File: src/rtl/time_set_controller.sv
// Time-setting sequencer: steps through seconds/minutes/hours, freezes counting while setting, and pulses commit when done.
// Optional inactivity timeout is enabled by defining TIMEOUT_EN.
module time_set_controller #(
  parameter int BLINK_CYCLES   = 25_000_000,
  parameter int TIMEOUT_CYCLES = 1_000_000_000
) (
  input  logic       clk,
  input  logic       reset,
  input  logic       btn_next,
  input  logic       btn_up,
  input  logic       btn_down,
  input  logic       btn_cancel,
  input  logic [4:0] cur_hrs,
  input  logic [5:0] cur_min,
  input  logic [5:0] cur_sec,
  output logic [1:0] mode,
  output logic [5:0] val,
  output logic       run_en,
  output logic       commit,
  output logic       blink
);

  // state   | meaning
  // RUN     | clock counting, no field selected
  // SET_SEC | adjusting seconds, counting frozen
  // SET_MIN | adjusting minutes, counting frozen
  // SET_HRS | adjusting hours, counting frozen
  typedef enum logic [1:0] {
    RUN     = 2'd0,
    SET_SEC = 2'd1,
    SET_MIN = 2'd2,
    SET_HRS = 2'd3
  } state_t;

  localparam int BW = $clog2(BLINK_CYCLES + 1);
  localparam logic [BW-1:0] BLINK_RELOAD = BW'(BLINK_CYCLES - 1);

  state_t        state, state_n;
  logic [5:0]    val_n;
  logic          run_en_n, commit_n, blink_n;
  logic [BW-1:0] bcnt, bcnt_n;
  logic          abort, adj_up, adj_dn, timeout_hit;
  logic [5:0]    fmax;

  function automatic logic [5:0] clamp(input logic [5:0] v, input logic [5:0] m);
    return (v > m) ? m : v;
  endfunction

`ifdef TIMEOUT_EN
  localparam int TW = $clog2(TIMEOUT_CYCLES + 1);
  localparam logic [TW-1:0] TIMEOUT_RELOAD = TW'(TIMEOUT_CYCLES - 1);

  logic [TW-1:0] tcnt;
  logic          any_btn;

  assign any_btn     = btn_next | btn_up | btn_down | btn_cancel;
  assign timeout_hit = (state != RUN) && (tcnt == '0);

  always_ff @(posedge clk) begin
    if (reset)
      tcnt <= TIMEOUT_RELOAD;
    else if ((state == RUN) || (state_n != state) || any_btn)
      tcnt <= TIMEOUT_RELOAD;
    else if (tcnt != '0)
      tcnt <= tcnt - 1'b1;
  end
`else
  logic unused_timeout;
  assign unused_timeout = (TIMEOUT_CYCLES > 0);
  assign timeout_hit    = 1'b0;
`endif

  assign abort  = btn_cancel | timeout_hit;
  assign adj_up = btn_up & ~btn_down;
  assign adj_dn = btn_down & ~btn_up;
  assign fmax   = (state == SET_HRS) ? 6'd23 : 6'd59;
  assign mode   = state;

  always_comb begin
    state_n  = state;
    val_n    = val;
    run_en_n = run_en;
    commit_n = 1'b0;
    blink_n  = blink;
    bcnt_n   = bcnt;

    if (state == RUN) begin
      if (btn_next) begin
        state_n  = SET_SEC;
        val_n    = clamp(cur_sec, 6'd59);
        run_en_n = 1'b0;
      end
    end else if (abort) begin
      state_n  = RUN;
      val_n    = '0;
      run_en_n = 1'b1;
    end else if (btn_next) begin
      case (state)
        SET_SEC: begin
          state_n = SET_MIN;
          val_n   = clamp(cur_min, 6'd59);
        end
        SET_MIN: begin
          state_n = SET_HRS;
          val_n   = clamp({1'b0, cur_hrs}, 6'd23);
        end
        default: begin
          state_n  = RUN;
          val_n    = '0;
          run_en_n = 1'b1;
          commit_n = 1'b1;
        end
      endcase
    end else if (adj_up) begin
      val_n = (val >= fmax) ? 6'd0 : val + 6'd1;
    end else if (adj_dn) begin
      val_n = (val == 6'd0) ? fmax : val - 6'd1;
    end

    // Restart the blink phase on every entry so the new field shows at once.
    if (state_n == RUN) begin
      blink_n = 1'b0;
      bcnt_n  = '0;
    end else if (state_n != state) begin
      blink_n = 1'b1;
      bcnt_n  = BLINK_RELOAD;
    end else if (bcnt == '0) begin
      blink_n = ~blink;
      bcnt_n  = BLINK_RELOAD;
    end else begin
      bcnt_n = bcnt - 1'b1;
    end
  end

  always_ff @(posedge clk) begin
    if (reset) begin
      state  <= RUN;
      val    <= '0;
      run_en <= 1'b1;
      commit <= 1'b0;
      blink  <= 1'b0;
      bcnt   <= '0;
    end else begin
      state  <= state_n;
      val    <= val_n;
      run_en <= run_en_n;
      commit <= commit_n;
      blink  <= blink_n;
      bcnt   <= bcnt_n;
    end
  end

endmodule

File: config.mk
export PLATFORM = sky130hd
export DESIGN_NAME = time_set_controller
export DESIGN_NICKNAME = d
export VERILOG_FILES = /design/src/rtl/time_set_controller.sv
export SDC_FILE = /design/constraint.sdc
export NUM_CORES = 1
export LEC_CHECK = 0
export CAP_MARGIN = 20
export CORE_ASPECT_RATIO = 2
export CORE_MARGIN = 2
export CORE_UTILIZATION = 40
export DETAILED_ROUTE_END_ITERATION = 10
export SYNTH_ARGS = -nofsm -noshare
export SYNTH_HDL_FRONTEND = slang
export SYNTH_SLANG_ARGS = --single-unit
File: constraint.sdc
create_clock -name clk -period 3.1 [get_ports clk]
set_clock_uncertainty 0.1 [all_clocks]
set_input_delay 0.775 -clock clk [delete_from_list [all_inputs] [get_ports clk]]
set_output_delay 0.775 -clock clk [all_outputs]
set_load 0.01 [all_outputs]
* Yosys cells after proc, flatten, opt, wreduce, memory -nomap -nowiden
Index checks and enable logic that the tools add are counted.
** Cells by class
- Bitwise logic cells :: 6
- Magnitude comparators :: 4
- Reduce and logical (&&, ||, !) cells :: 13
- Muxes and demuxes :: 28
- Equal/unequal tests :: 6
- Add/sub/neg operators :: 3
** Operators with widths (number)
- 6-bit two-way mux :: 11
- 25-bit two-way mux :: 2
- 25-bit logical NOT :: 1
- 25-bit by 1-bit subtractor with 25-bit output (second input constant) :: 1
- 6-bit greater-than comparator (second input constant) :: 2
- 6-bit case mux with 2 select lines :: 1
- 1-bit two-way mux :: 8
- 2-bit two-way mux :: 4
- 4-bit OR reduction :: 2
- 6-bit by 1-bit adder with 6-bit output (second input constant) :: 1
- 6-bit >= comparator :: 1
- 6-bit logical NOT :: 1
- 6-bit by 1-bit subtractor with 6-bit output (second input constant) :: 1
- 5-bit greater-than comparator (second input constant) :: 1
- 5-bit two-way mux :: 1
- 2-bit == test (second input constant) :: 2
- 2-bit logical NOT :: 2
- 1-bit NOT :: 4
- 2-bit case mux with 2 select lines :: 1
- 2-bit nonzero test :: 2
- 4-bit nonzero test :: 1
- 2-bit OR reduction :: 2
- 3-bit by 1-bit inequality test with 1-bit output (second input constant) :: 1
- 3-bit AND reduction :: 1
- 5 further kinds :: 6
** Storage, ports and cells
- Bits in registers :: 36
- Word-level logic and storage cells :: 67

* Logic depth before layout (Yosys ltp)
Gate-level depths: netlist of run 1.
- Depth after elaboration :: 8
- Gate-level depth with buffers :: 9

* Worst setup path after synthesis of run 1
OpenSTA, ideal clock, no wires.
- Path kind :: register -> register
- From :: reg state[0], in the netlist mode[0]
- To :: reg bcnt[11]
- Library setup time :: 0.143 ns
- Arrival time :: 2.280 ns
- Stages on the path, launching flop included :: 10
- Path buffers :: 2
- Setup slack :: 0.577 ns
- Period minus slack after synthesis :: 2.523 ns
- Cells stage by stage :: dfxtp_1 -> inv_1 -> ha_1 -> inv_1 -> a221o_1 -> a221oi_1 -> and2_1 -> buf_6 -> buf_6 -> a21oi_2
** On the way
- Cells in the longest elaborated chain, start to end :: 7
** RTL lines
- start: declaration :: line 38 : state_t state, state_n;
- start signal: assignment :: line 144 : state <= state_n;
- 2-bit == test or 2-bit by 1-bit == test with 1-bit output (tied branches) :: line 98 : case (state)
- 2-bit case mux with 2 select lines :: line 98
- 2-bit two-way mux :: line 97 : end else if (btn_next) begin
- 2-bit two-way mux :: line 93 : end else if (abort) begin
- 2-bit two-way mux :: line 87 : if (state == RUN) begin
- 2-bit inequality test or 2-bit logical NOT (tied branches) :: line 124, 121
- 25-bit two-way mux or 2-bit OR reduction (tied branches)
- end signal: assignment :: line 149 : bcnt <= bcnt_n;
- end: declaration :: line 41 : logic [BW-1:0] bcnt, bcnt_n;
Several ways; a longest one is shown, not always the timed one.
A chain may end at the register's enable or synchronous reset.

* Final worst setup path of run 1
- From :: reg state[1], in the netlist mode[1]
- To :: reg bcnt[15]
** On the way
- Cells in the longest elaborated chain, start to end :: 7
** RTL lines (line)
- 2-bit == test or 2-bit by 1-bit == test with 1-bit output (tied branches) :: 98
- 2-bit case mux with 2 select lines :: 98
- 2-bit two-way mux :: 97
- 2-bit two-way mux :: 93
- 2-bit two-way mux :: 87
- 2-bit inequality test or 2-bit logical NOT (tied branches) :: 124, 121
- 4-bit OR reduction (no source line) (*)
Mark *: on every way between the ends. The rest lies on a longest branch, timed or not.

==> results.cfg, run 1 <==
[synth]
netlist-cell-type-count = 49
post_synth_fa_ha_maj_area_fraction = 0.0639
synth_top_area_cell = sky130_fd_sc_hd__dfxtp_1
synthesis.area_per_instance_um2 = 8.19
synth-compound-area-share = 0.222
netlist_area_um2 = 2350
synth_top_flop_cell = sky130_fd_sc_hd__dfxtp_1
synth_top_cells_by_count = sky130_fd_sc_hd__dfxtp_1, sky130_fd_sc_hd__nor2_1, sky130_fd_sc_hd__a21oi_1
ys_warn_count = 0
synth_simple_gate_area_share = 0.254
synth_top_family_by_area = simple AND/OR/NAND/NOR gates
synth_nets = 322
yosys.area_share.xor_xnor = 0.0894
post-synth-top-area-fraction = 0.307
yosys_register_bits = 36
async_set_reset_flop_share_out_of_synthesis = 0
synth_most_common_cell = sky130_fd_sc_hd__dfxtp_1
synth_seq_area_share = 0.307
synth_cells = 287
synth_edf_count = 0
multiplexer_share_of_the_synthesized_area = 0.00905
synth_top_area_cells = sky130_fd_sc_hd__dfxtp_1, sky130_fd_sc_hd__ha_1, sky130_fd_sc_hd__xor2_1

[floorplanning]
die_area_um2 = 6540
boundaryPins = 34
die_x_um = 58.2
std_cell_rows = 39
fp.dieH_um = 112
fp.coreArea_um2 = 5710
initial_core_util = 0.412

[cells_and_area]
layout.nets = 358
antenna-diode-count = 0
flow.area_growth_from_synthesis_pct = 24.5
multi_input_combinational_cell_area_um2 = 1510
finish.utilization = 0.513
regArea_um2 = 721
filler_cell_count = 577
final_layout_size_suffix_gt1_frac = 0.0988

[critical_path]
timing.reg2reg.worst_path_depth = 8
critPathLaunchType = flip-flop
cp.depth = 8
critical_path_peak_fanout = 9
critPathLaunch = mode[1]
worst_path_buffer_plus_inverter_count = 3
cpLargestDelayFamily = compound AO/OA/AOI/OAI gates
type_of_destination_of_the_critical_path = flip-flop
r2r_start = mode[1]
critPathCapture = bcnt[15]
critical_path_class = reg -> reg
crit_arrival_ns = 2.79
worst_ep_required_time_ns = 3.20
timing.critical_path.slowest_cell_delay_ns = 0.49
critical-path-top-cell-by-count = sky130_fd_sc_hd__inv_1
timing.critical_path.cells = inv_1, ha_1, inv_1, a221o_1, a221oi_1, buf_4, nand3b_1, a21oi_1
r2r_setup_slack_ns = 0.42
reg2reg_to = bcnt[15]
worst_path_max_delay_cell = sky130_fd_sc_hd__dfxtp_1

[clock_tree]
post_cts_buffers = 0
cts_buffers = 5
cts_num_sinks = 36
clock-root-buffer = sky130_fd_sc_hd__clkbuf_16
cts_htree_levels = 2
tritoncts_clock_tree = built
clkSlewWorstSetupHoldPaths_ns = 0.06
postCtsResizedCells = 0
postCtsHoldBufs = 0
insertion_delay_ns = 0.28
clock_path_buffers = 2

[drt]
route.vias.total = 2271
detail_route.wirelength_um = 6590
routedWlPerCell_um = 17.1
drt_iter0_drc = 49
drc = 0
via_per_inst = 5.90
drt_pass1_iterations = 4
antenna_left = 0

[pwr]
max-vdd-ir-drop_v = 0.000589
cellLeakagePower_uw = 0.00110
net-switching-power_uw = 608
pwr_density_cell_nw_per_um2 = 611
power.clock.fraction = 0.318
power.share.sequential = 0.334
p_comb_frac = 0.349
power_report.internal_total_uw = 1180
power_switching_share = 0.340

[global_route]
grt_max_degree = 19
initial_antenna_violation_count = 0
grtUsageTotal = 0.215
gr-max-usage-layer = met2
use_met2 = 0.449
grt_overflow = 0
globalRouteMet3Util = 0.0207
grt_first_pass_wirelength_um = 10700
met1_usage = 0.176
number_of_global_route_vias_before_repair = 2350

[sta]
max-slew-margin-rel = 0.585
timing_max_transition_violations_final = 0
setup_viol = 0
timing_worst_slew_pin_value_ns = 0.617
grt_setup_unrepaired = no
finalHoldViolCount = 0
min_period_over_period = 0.865
fin_tns_setup_ns = 0
period_minus_slack_ns = 2.68
fmax_mhz = 373

[placement]
dp_hpwl_um = 5310
place.port_buffers = 33
gp_routability_congestion = 0.880

[flow_run]
max_cap_violations = 0

[hold_path]
hold_path.class = reg -> reg

[status]
outcome = finished, final reports clean
cells by family after synthesis:
logic type                 after synthesis
and+or+nand+nor                        107
muxes                                    2
adders and majority gates               12
xor gates and xnor gates                24
buffers and inverters                   29
DFF                                     36
AOI/OAI and AO/OA                       77
state kept, by name, summed over array words and instances (netlist names):
signal	flops
bcnt	25
blink	1
commit	1
mode	2
run_en	1
val	6
layout by cell type (no fill, tap or decap), drive strengths merged, types with 9 or more instances in the layout:
cell type,count
xor2,13
ha,12
dfxtp,36
buf,9
nand2,13
nor3,11
nor2,25
nand3,16
inv,16
clkdlybuf4s50,33
xnor2,11
o21ai,16
a21oi,28
power by group through the flow:
| stage | sequential (uW) | clock, uW | combinational, uW |
|---|---|---|---|
| 3_5_place_dp | 606 | 0 | 620 |
| 3_3_place_gp | 606 | 0 | 616 |
| 2_1_floorplan | 585 | 0 | 464 |
| 4_1_cts | 596 | 569 | 627 |
| 6_report | 596 | 568 | 623 |
| 5_1_grt | 605 | 586 | 689 |
worst min path at each step:
| stage | start | to | cells after the start |
|---|---|---|---|
| after global routing | bcnt[7] | bcnt[7] | 2 |
| after global placement | bcnt[7] | bcnt[7] | 2 |
| after CTS | bcnt[7] | bcnt[7] | 2 |
| after detailed placement | bcnt[7] | bcnt[7] | 2 |
| final | bcnt[7] | bcnt[7] | 2 |
| after floorplan | bcnt[0] | bcnt[0] | 1 |
per-layer routing:
layer / vias up / wire length, um
met4: 0 / 325
met5: - / 0
met3: 19 / 79
li1: 1122 / -
met1: 1095 / 2100
met2: 35 / 4090
cell type report:
cell class | count | area share
Sequential cell | 36 | 0.246
Timing Repair Buffer | 42 | 0.136
Multi-Input combinational cell | 222 | 0.515
Clock buffer | 6 | 0.0440
Inverter | 16 | 0.0205
Clock inverter | 2 | 0.0120
Tap cell | 61 | 0.0261
tightest hold or removal path, stage by stage, from the launching register on:
cell	delay, ns
sky130_fd_sc_hd__dfxtp_1	0.32
sky130_fd_sc_hd__nand2_1	0.06
sky130_fd_sc_hd__a21oi_1	0.05
metrics by stage:
step           setup WS [ns]  instances  total power [uW]  cell area [um2]  hold WS [ns]
3_3_place_gp           0.427        377              1220             2760         0.358
4_1_cts                0.389        385              1790             2930         0.372
6_report               0.418        385              1790             2930         0.373
5_1_grt                0.150        385              1880             2930         0.401
2_1_floorplan          0.577        287              1050             2350         0.343
3_5_place_dp           0.370        377              1230             2760         0.364
Note: power is estimated with default switching activity, not from simulation.
==> run 2: changes to the inputs <==
PLACE_DENSITY = 0.7   (was unset)
==> results.cfg, run 2 (synthesis gave the netlist of run 1 again) <==
[status]
outcome = finished, final reports clean

[clock_tree]
postCtsResizedCells = 0
post_cts_buffers = 0
insertion_delay_ns = 0.29
clock-root-buffer = sky130_fd_sc_hd__clkbuf_16
cts_buffers = 5
clkSlewWorstSetupHoldPaths_ns = 0.06
postCtsHoldBufs = 0
tritoncts_clock_tree = built
clock_path_buffers = 2
cts_htree_levels = 2
cts_num_sinks = 36

[flow_run]
max_cap_violations = 0

[pwr]
pwr_density_cell_nw_per_um2 = 583
cellLeakagePower_uw = 0.00110
max-vdd-ir-drop_v = 0.000621

[sta]
finalHoldViolCount = 0
fin_hold_ws_ns = 0.372
fmax_mhz = 377
fin_tns_setup_ns = 0
max-slew-margin-rel = 0.554
period_minus_slack_ns = 2.65
min_period_over_period = 0.855
timing_worst_slew_pin_value_ns = 0.663
grt_setup_unrepaired = no
timing_max_transition_violations_final = 0
setup_viol = 0

[floorplanning]
initial_core_util = 0.412
die_area_um2 = 6540
fp.dieH_um = 112
std_cell_rows = 39
fp.coreArea_um2 = 5710
die_x_um = 58.2
boundaryPins = 34

[placement]
place.port_buffers = 33
dp_hpwl_um = 4800
placed_cells_incl_taps = 378
placed_area_um2 = 2770
gp_routability_congestion = 0.846

[drt]
routedLengthMet1_um = 2010
routed_length_on_met2_um = 3580
detail_route.wirelength_um = 6020
routedWlPerCell_um = 15.6
antenna_left = 0
route.vias.total = 2244
via_per_inst = 5.81
drt_iter0_drc = 75
drc = 0
drt_pass1_iterations = 4
top_layer = met4
wl_met3_um = 150

[cells_and_area]
flow.area_growth_from_synthesis_pct = 23.9
filler_cell_count = 551
regArea_um2 = 721
finished_layout_cell_area_um2 = 2910
layoutNonFillerInstCount = 386
layout.cells.most_common_list = sky130_fd_sc_hd__dfxtp_1, sky130_fd_sc_hd__clkdlybuf4s50_1, sky130_fd_sc_hd__nor2_1
multi_input_combinational_cell_area_um2 = 1510
finish.utilization = 0.510
antenna-diode-count = 0
largest-register = bcnt
largest_reg_flops = 25
final_layout_size_suffix_gt1_frac = 0.105
layout.nets = 359
layout_commonest_cell = sky130_fd_sc_hd__dfxtp_1

[critical_path]
critical_path_peak_fanout = 16
crit_arrival_ns = 2.71
critPathLaunchType = flip-flop
type_of_destination_of_the_critical_path = flip-flop
worst_ep_required_time_ns = 3.16
critical_path_class = reg -> reg

[global_route]
grt_first_pass_wirelength_um = 10100
initial_antenna_violation_count = 0
grt_overflow = 0
grtUsageTotal = 0.201
number_of_global_route_vias_before_repair = 2252
grt_max_degree = 19

[hold_path]
hold_path.class = reg -> reg
run 2: changes by cell type in the layout (fill, tap and decap cells not counted):
cell | previous run | this run
sky130_fd_sc_hd__clkbuf_1 | 1 | 0
sky130_fd_sc_hd__clkinv_4 | 0 | 1
sky130_fd_sc_hd__clkinv_2 | 1 | 2
sky130_fd_sc_hd__bufinv_16 | 1 | 0
sky130_fd_sc_hd__buf_4 | 9 | 10
run 2: critical path, stage by stage, from the launching register on:
cell                       delay, ns
sky130_fd_sc_hd__dfxtp_1        0.48
sky130_fd_sc_hd__inv_1          0.15
sky130_fd_sc_hd__ha_1           0.42
sky130_fd_sc_hd__inv_1          0.13
sky130_fd_sc_hd__a221o_1        0.36
sky130_fd_sc_hd__a221oi_1       0.33
sky130_fd_sc_hd__and2_1         0.18
sky130_fd_sc_hd__buf_4          0.25
sky130_fd_sc_hd__a31oi_1        0.12
run 2: stage by stage:
step | setup WS, ns | total power, uW
CTS | 0.396 | 1710
global route | 0.193 | 1800
floorplan | 0.577 | 1050
global placement | 0.408 | 1190
detailed placement | 0.384 | 1210
finish | 0.449 | 1700
run 2: layout make-up:
type | count | share of cell area
clock inverter | 3 | 0.00644
timing repair buffer | 43 | 0.139
clock buffer | 5 | 0.0429
sequential | 36 | 0.247
tap | 61 | 0.0262
inverter | 16 | 0.0206
multi-input combinational | 222 | 0.517
run 2: metal layers:
metal	up-vias	global-route usage
met1	1041	0.179
met5	-	0
li1	1124	-
met3	18	0.0311
met4	0	0.124
met2	61	0.393
run 2: worst paths after layout:
path / cells after the start / startpoint / end / slack (ns)
worst max register to register: 8 / mode[0] / bcnt[2] / 0.45
worst min register to register: 2 / run_en / run_en / 0.37
worst max-delay path: 8 / mode[0] / bcnt[2] / 0.45
worst min-delay path: 2 / run_en / run_en / 0.37
run 2: power by group:
group          switching, uW  total [uW]  internal [uW]
Sequential              71.6         594            523
Clock                    201         497            296
Combinational            332         607            275
==> run 3: changes to the inputs <==
PLACE_DENSITY = 0.64   (was 0.7)
SLEW_MARGIN = 10   (was unset)
==> results.cfg, run 3 (synthesis gave the netlist of run 1 again) <==
[placement]
gp_routability_congestion = 0.878
place.port_buffers = 33
dp_hpwl_um = 5170
placed_cells_incl_taps = 377

[critical_path]
worst_ep_required_time_ns = 3.21
reg2reg_to = bcnt[15]
r2r_start = mode[1]
critical_path_class = reg -> reg
type_of_destination_of_the_critical_path = flip-flop
timing.critical_path.slowest_cell_delay_ns = 0.51
timing.reg2reg.worst_path_depth = 8
critPathLaunchType = flip-flop
worst_path_max_delay_cell = sky130_fd_sc_hd__dfxtp_1
critical_path_peak_fanout = 9
crit_arrival_ns = 2.80
timing.critical_path.cells = inv_1, ha_1, inv_1, a221o_1, a221oi_1, buf_4, nand3b_1, a21oi_1
critical-path-top-cell-by-count = sky130_fd_sc_hd__inv_1
r2r_setup_slack_ns = 0.41

[drt]
drt_iter0_drc = 54
drc = 0
routedWlPerCell_um = 17.3
antenna_left = 0
detail_route.wirelength_um = 6630
via_per_inst = 5.80
drt_pass1_iterations = 4
route.vias.total = 2227

[sta]
finalHoldViolCount = 0
timing_worst_slew_pin_value_ns = 0.694
fin_tns_setup_ns = 0
fmax_mhz = 372
max-slew-margin-rel = 0.533
setup_viol = 0
period_minus_slack_ns = 2.69
min_period_over_period = 0.868
timing_max_transition_violations_final = 0
grt_setup_unrepaired = no

[clock_tree]
insertion_delay_ns = 0.28
post_cts_buffers = 0
tritoncts_clock_tree = built
cts_htree_levels = 2
cts_num_sinks = 36
clock_path_buffers = 2
postCtsResizedCells = 0
postCtsHoldBufs = 0
clock-root-buffer = sky130_fd_sc_hd__clkbuf_16
clkSlewWorstSetupHoldPaths_ns = 0.05
cts_buffers = 5

[cells_and_area]
layout.cells.most_common_list = sky130_fd_sc_hd__dfxtp_1, sky130_fd_sc_hd__clkdlybuf4s50_1, sky130_fd_sc_hd__nor2_1
flow.area_growth_from_synthesis_pct = 24.0
largest_reg_flops = 25
final_layout_size_suffix_gt1_frac = 0.0991
layout.nets = 358
layout_commonest_cell = sky130_fd_sc_hd__dfxtp_1
largest-register = bcnt
antenna-diode-count = 0
layoutNonFillerInstCount = 384

[hold_path]
min-delay-start = bcnt[7]
hold_path.class = reg -> reg
worst_hold_path.endpoint = bcnt[7]
hold-path-cell-count = 2

[global_route]
number_of_global_route_vias_before_repair = 2223
grt_first_pass_wirelength_um = 10500
initial_antenna_violation_count = 0
grtUsageTotal = 0.215
grt_max_degree = 19
grt_overflow = 0

[floorplanning]
die_x_um = 58.2
fp.coreArea_um2 = 5710
std_cell_rows = 39
fp.dieH_um = 112
initial_core_util = 0.412
die_area_um2 = 6540
boundaryPins = 34

[pwr]
max-vdd-ir-drop_v = 0.000591
cellLeakagePower_uw = 0.00110
pwr_density_cell_nw_per_um2 = 597

[status]
outcome = finished, final reports clean

[flow_run]
max_cap_violations = 0
-- run 3: per-layer routing --
| layer | up-vias | wire, um | share of wire | GRT usage |
|---|---|---|---|---|
| met4 | 0 | 290 | 0.044 | 0.136 |
| met3 | 13 | 171 | 0.026 | 0.0357 |
| li1 | 1116 | - | - | - |
| met2 | 51 | 4010 | 0.61 | 0.427 |
| met1 | 1047 | 2150 | 0.32 | 0.181 |
| met5 | - | 0 | 0 | 0 |
-- run 3: cell type report --
| type | instances | area [um2] |
|---|---|---|
| fillers | 595 | 2790 |
| inverters | 16 | 60.1 |
| repair buffers | 42 | 398 |
| flip-flops and latches | 36 | 721 |
| multi-input cells | 222 | 1510 |
| well taps | 61 | 76.3 |
| clock buffers | 7 | 153 |
-- run 3: worst max-delay path: cells and delay by family (launching register included) --
family	cells	cell delay, ns
compound gates	3	0.88
flops	1	0.51
buf+inv	3	0.46
fa+ha+maj	1	0.43
simple gates	1	0.24
-- run 3: worst max path at each step --
stage                     slack, ns  startpoint  cells after the start       end
after global placement         0.34  btn_cancel                      7  bcnt[13]
final                          0.41     mode[1]                      8  bcnt[15]
after global routing           0.19     mode[1]                      8  bcnt[15]
after CTS                      0.42     mode[1]                      8  bcnt[15]
after detailed placement       0.28  btn_cancel                      7  bcnt[15]
after floorplan                0.58     mode[0]                      9  bcnt[11]
-- run 3: through the flow --
stage | hold slack [ns] | instance area, um2 | total power (uW) | setup WS [ns] | util
2_1_floorplan | 0.343 | 2350 | 1050 | 0.577 | -
3_3_place_gp | 0.354 | 2760 | 1210 | 0.338 | 0.484
3_5_place_dp | 0.369 | 2760 | 1220 | 0.285 | 0.484
4_1_cts | 0.376 | 2920 | 1750 | 0.421 | 0.511
5_1_grt | 0.412 | 2920 | 1840 | 0.190 | 0.511
6_report | 0.378 | 2920 | 1740 | 0.409 | 0.511
-- run 3: report_power, final --
group          leakage [uW]  internal, uW  switching (uW)  total [uW]
sequential         0.000296           523            69.6         593
combinational      0.000729           276             342         618
clock             0.0000760           337             193         530
total               0.00110          1140             605        1740
